==> config.mk <==
export PLATFORM = sky130hd
export DESIGN_NAME = fetch_sequencer
export DESIGN_NICKNAME = d
export VERILOG_FILES = /design/src/rtl/fetch_sequencer.sv
export SDC_FILE = /design/constraint.sdc
export NUM_CORES = 1
export LEC_CHECK = 0
export BUFFER_PORTS_ARGS = -buffer_cell sky130_fd_sc_hd__buf_2
export CAP_MARGIN = 20
export CORE_MARGIN = 2
export CORE_UTILIZATION = 55
export CTS_BUF_LIST = sky130_fd_sc_hd__clkbuf_16
export CTS_CLUSTER_SIZE = 20
export DETAILED_ROUTE_END_ITERATION = 16
export PLACE_DENSITY = 0.93
export SLEW_MARGIN = 0
export SYNTH_ARGS = -nofsm -noshare
export SYNTH_HDL_FRONTEND = slang
export SYNTH_SLANG_ARGS = --single-unit
==> constraint.sdc <==
create_clock -name CLK -period 5.2 [get_ports CLK]
set_clock_uncertainty 0.2 [all_clocks]
set_input_delay 1.04 -clock CLK [delete_from_list [all_inputs] [get_ports CLK]]
set_output_delay 1.04 -clock CLK [all_outputs]
set_load 0.05 [all_outputs]
==> src/rtl/fetch_sequencer.sv <==
// Run-control FSM for the program counter: drives PC init/branch controls, owns the
// start/done handshake with the harness, and counts run cycles and retired instructions.
module fetch_sequencer #(
  parameter int unsigned OFF_W      = 8,
  parameter int unsigned CNT_W      = 16,
  parameter int unsigned MAX_CYCLES = 16'hFFFF
) (
  input  logic             CLK,
  input  logic             RST_N,
  input  logic             start,
  input  logic             is_branch,
  input  logic             is_jump,
  input  logic             is_halt,
  input  logic             cond_flag,
  input  logic [OFF_W-1:0] offset,
  input  logic             mem_busy,
  input  logic             pc_halt,
  output logic             pc_init,
  output logic             branch_en,
  output logic [OFF_W-1:0] branch_val,
  output logic             done,
  output logic             timeout,
  output logic [CNT_W-1:0] cycle_count,
  output logic [CNT_W-1:0] instr_count
);

  localparam logic [2:0] S_IDLE  = 3'd0;
  localparam logic [2:0] S_INIT  = 3'd1;
  localparam logic [2:0] S_RUN   = 3'd2;
  localparam logic [2:0] S_STALL = 3'd3;
  localparam logic [2:0] S_DONE  = 3'd4;

  localparam logic [CNT_W-1:0] CNT_SAT   = '1;
  localparam logic [CNT_W-1:0] WDOG_LAST = CNT_W'(MAX_CYCLES - 1);

  logic [2:0]       state_q, state_d;
  logic             done_q, done_d;
  logic             timeout_q, timeout_d;
  logic [CNT_W-1:0] cyc_q, cyc_d;
  logic [CNT_W-1:0] ins_q, ins_d;
  logic             tick_c;
  logic             retire_c;

  // State register plus the registered status/counter outputs
  always_ff @(posedge CLK or negedge RST_N) begin
    if (!RST_N) begin
      state_q   <= S_IDLE;
      done_q    <= 1'b0;
      timeout_q <= 1'b0;
      cyc_q     <= '0;
      ins_q     <= '0;
    end else begin
      state_q   <= state_d;
      done_q    <= done_d;
      timeout_q <= timeout_d;
      cyc_q     <= cyc_d;
      ins_q     <= ins_d;
    end
  end

  // Next state, PC controls and counter updates
  always_comb begin
    state_d    = state_q;
    done_d     = done_q;
    timeout_d  = timeout_q;
    cyc_d      = cyc_q;
    ins_d      = ins_q;
    pc_init    = 1'b0;
    branch_en  = 1'b0;
    branch_val = '0;
    tick_c     = 1'b0;
    retire_c   = 1'b0;

    unique case (state_q)
      S_IDLE: begin
        pc_init = 1'b1;
        if (start) begin
          done_d    = 1'b0;
          timeout_d = 1'b0;
          cyc_d     = '0;
          ins_d     = '0;
          state_d   = S_INIT;
        end
      end
      S_INIT: begin
        pc_init = 1'b1;
        state_d = S_RUN;
      end
      S_RUN, S_STALL: begin
        tick_c    = 1'b1;
        branch_en = 1'b1;
        if (cyc_q == WDOG_LAST) begin
          timeout_d = 1'b1;
          done_d    = 1'b1;
          state_d   = S_DONE;
        end else if (is_halt) begin
          retire_c = 1'b1;
          done_d   = 1'b1;
          state_d  = S_DONE;
        end else if (pc_halt) begin
          done_d  = 1'b1;
          state_d = S_DONE;
        end else if (mem_busy) begin
          state_d = S_STALL;
        end else begin
          // Stall exits re-execute the held instruction through the same path
          retire_c = 1'b1;
          state_d  = S_RUN;
          if (is_jump || (is_branch && cond_flag)) begin
            branch_val = offset;
          end else begin
            branch_en = 1'b0;
          end
        end
      end
      S_DONE: begin
        branch_en = 1'b1;
        if (start) begin
          done_d    = 1'b0;
          timeout_d = 1'b0;
          cyc_d     = '0;
          ins_d     = '0;
          state_d   = S_INIT;
        end
      end
      default: begin
        pc_init = 1'b1;
        state_d = S_IDLE;
      end
    endcase

    if (tick_c && (cyc_q != CNT_SAT)) begin
      cyc_d = cyc_q + CNT_W'(1);
    end
    if (retire_c && (ins_q != CNT_SAT)) begin
      ins_d = ins_q + CNT_W'(1);
    end
  end

  assign done        = done_q;
  assign timeout     = timeout_q;
  assign cycle_count = cyc_q;
  assign instr_count = ins_q;

endmodule

==> metrics.md <==
| Metric | Value |
|---|---|
| Status | finished clean |
| Synth Flop Type | dfrtp_1 |
| Distinct cells, synth | 51 |
| Total track usage | 26.5% |
| DRC Markers | 0 |
| Placeable core area | 3940 sq um |
| Vias in the first global route | 2,049 |
| Achievable Freq | 270 MHz |
| TritonCTS Buffers | 5 |
| Final Hold Slack | 0.310 ns |
| Total grt overflow | 0 |
| Setup violations, final | 0 |
| Diode count | 0 |
| Initial Utilization | 56.2% |
| Largest area contributor in the netlist | dfrtp_1 |
| CP startpoint | cycle_count[11] |
| Global-route wire length before repair | 9050 microns |
| Gp weighted congestion | 0.860 |
| I/O pins | 61 |
| Layout cells sized above 1 | 32.4% |
| Sequential fraction of the synthesis area | 41.8% |
| WP data arrival | 2.46 ns |
| Hold_sp | cycle_count[15] |
| Setup bufs post-CTS | 0 |
| Antenna violations before repair | 0 |
| Worst path required time | 3.96 ns |
| Port Buffers | 60 |
| Largest net degree at the start of global routing | 38 |
| Fillers | 309 |
| PostCTS Resize Cnt | 0 |
| Clock root cell | clkbuf_16 |
| Num rows | 23 |
| Period utilization | 71.1% |
| Hold Vio Cnt, Final | 0 |
| Clock Sinks | 37 |
| Worst-Skew Late Latency | 0.28 ns |
| P_leak | 1.32 nW |
| TritonRoute pass-1 iters | 4 |
| RSZ-0062 raised after global routing | false |
| FF-to-FF Start | cycle_count[11] |
| Setup crit end kind | output pin |
| Power Density | 376 nW/um^2 |
| Placed cells | 335 |
| Hold_buf cts | 0 |
| Worst-Margin Slew | 0.929 ns |
| Avg Synthesized Cell Area | 9.47 sq um |
| Multi-input logic area | 1160 sq um |
| Pre-CTS setup slack | 1.74 ns |
| Max Cap Viol | 0 |
| Clock Path Buffers | 2 |
| Final Net Count | 312 |
| Die height | 67.5 microns |
| Tmin final | 3.70 ns |
| Worst VDD drop | 0.232 mV |
| Worst slew margin | 37.6% |
| Post-layout util | 66.9% |
| Wire per inst | 15.9 microns |
| Post-synth top area share | 41.8% |
| Mapped Nets | 254 |
| Slew Viols, Final | 0 |
| DRT Wirelength | 5470 microns |
| Post-route setup TNS | 0 ns |
| Post-synth EDFFs | 0 |
| Area Growth Syn to Fin | 19.0% |
| Top cells by area, synth | dfrtp_1, a221o_2, nand3_1 |
| DP HPWL | 3770 microns |
| Die W | 67.5 microns |
| CP Launch Type | flop |
| Setup WS post-layout | 1.50 ns |
| Synthesized instance count | 234 |
| Mapped cell area | 2220 sq um |
| Die footprint | 4550 sq um |
| Initial detailed-routing violation count | 158 |
| CTS tree | done |
| Htree depth | 2 |
| FF+latch count, synth | 37 |
| Synth cell count leaders | dfrtp_1, nand3_1, nor2_1, nand2_1, inv_1 |
| DR vias | 2,136 |
| Clk slew on worst S/H paths | 0.06 ns |
| Hold WC Path Type | reg2reg |
| Finished Layout Cells | 343 |
| Vias/cell | 6.23 |
| Ys Warns | 0 |
| Reg area | 926 sq um |
| Post-synth ARST share | 100% |
| Most numerous cell in the Yosys netlist | dfrtp_1 |
| Crit path max fanout | 7 |
| Critical Setup Path Class | reg2out |
| Post-route ant nets | 0 |
critical path, stage by stage (launching register included):
cell	delay, ns
dfrtp_1	0.46
nand4_2	0.13
or2_1	0.35
or4_4	0.62
a41oi_1	0.23
a21o_1	0.12
buf_2	0.25
final timing paths:
check | to | slack, ns | cells after the start
max | branch_en | 1.50 | 6
min | cycle_count[15] | 0.31 | 1
max reg2reg | instr_count[4] | 2.27 | 5
min reg2reg | cycle_count[15] | 0.31 | 1
max in group asynchronous | cycle_count[12] | 3.64 | 1
min in group asynchronous | instr_count[3] | 0.65 | 1
stage by stage:
step           power, mW  instance area, sq um
4_1_cts            0.996                  2640
2_1_floorplan      0.629                  2220
3_5_place_dp       0.704                  2500
5_1_grt             1.05                  2640
6_report           0.993                  2640
3_3_place_gp       0.698                  2500
cell usage in the layout (no fill, tap or decap), drive strengths merged, types with 3 or more instances in the layout:
master	n
o31ai	6
a221o	13
a21oi	6
nand3	23
inv	14
clkinv	3
nor4b	4
mux2i	3
ha	3
nor2b	3
clkbuf	5
nor4	9
nand2	16
and2	8
o21ai	9
nor2	19
nor3	9
and3	8
o211ai	6
dfrtp	37
buf	60
nand4	6
report_power, final:
part | internal (mW) | switching, mW
clock network | 0.173 | 0.113
registers | 0.317 | 0.0385
logic | 0.0824 | 0.269
total | 0.573 | 0.421
state kept, by name (all words and copies together) (netlist names):
register	cells
cycle_count	16
done	1
instr_count	16
timeout	1
state_q	3
layer usage:
layer	global-route usage (%)	wire length, microns	up-vias
li1	-	-	1002
met1	31.8	2250	1015
met2	44.4	2670	100
met4	11.0	142	0
met3	7.67	414	19
met5	0	0	-
area by class of cell:
type / instances / area share (%)
clock buffer: 5 / 4.74
clock inverter: 3 / 0.474
inverter: 14 / 1.99
multi-input combinational: 174 / 44.0
sequential: 37 / 35.1
tap: 50 / 2.37
timing repair buffer: 60 / 11.4
logic make-up (layout without fill, tap and decap cells):
kind of cell	count (synthesis)	count (layout)	synth area share, %
XOR/XNOR	3	3	1.19
buffers and inverters	23	82	5.93
multiplexers	4	4	1.86
flip-flops	37	37	41.8
AO/OA/AOI/OAI	51	51	19.1
AND/OR/NAND/NOR	113	113	28.4
adder cells (fa/ha/maj)	3	3	1.69
Power figures use the tool's default switching activity.
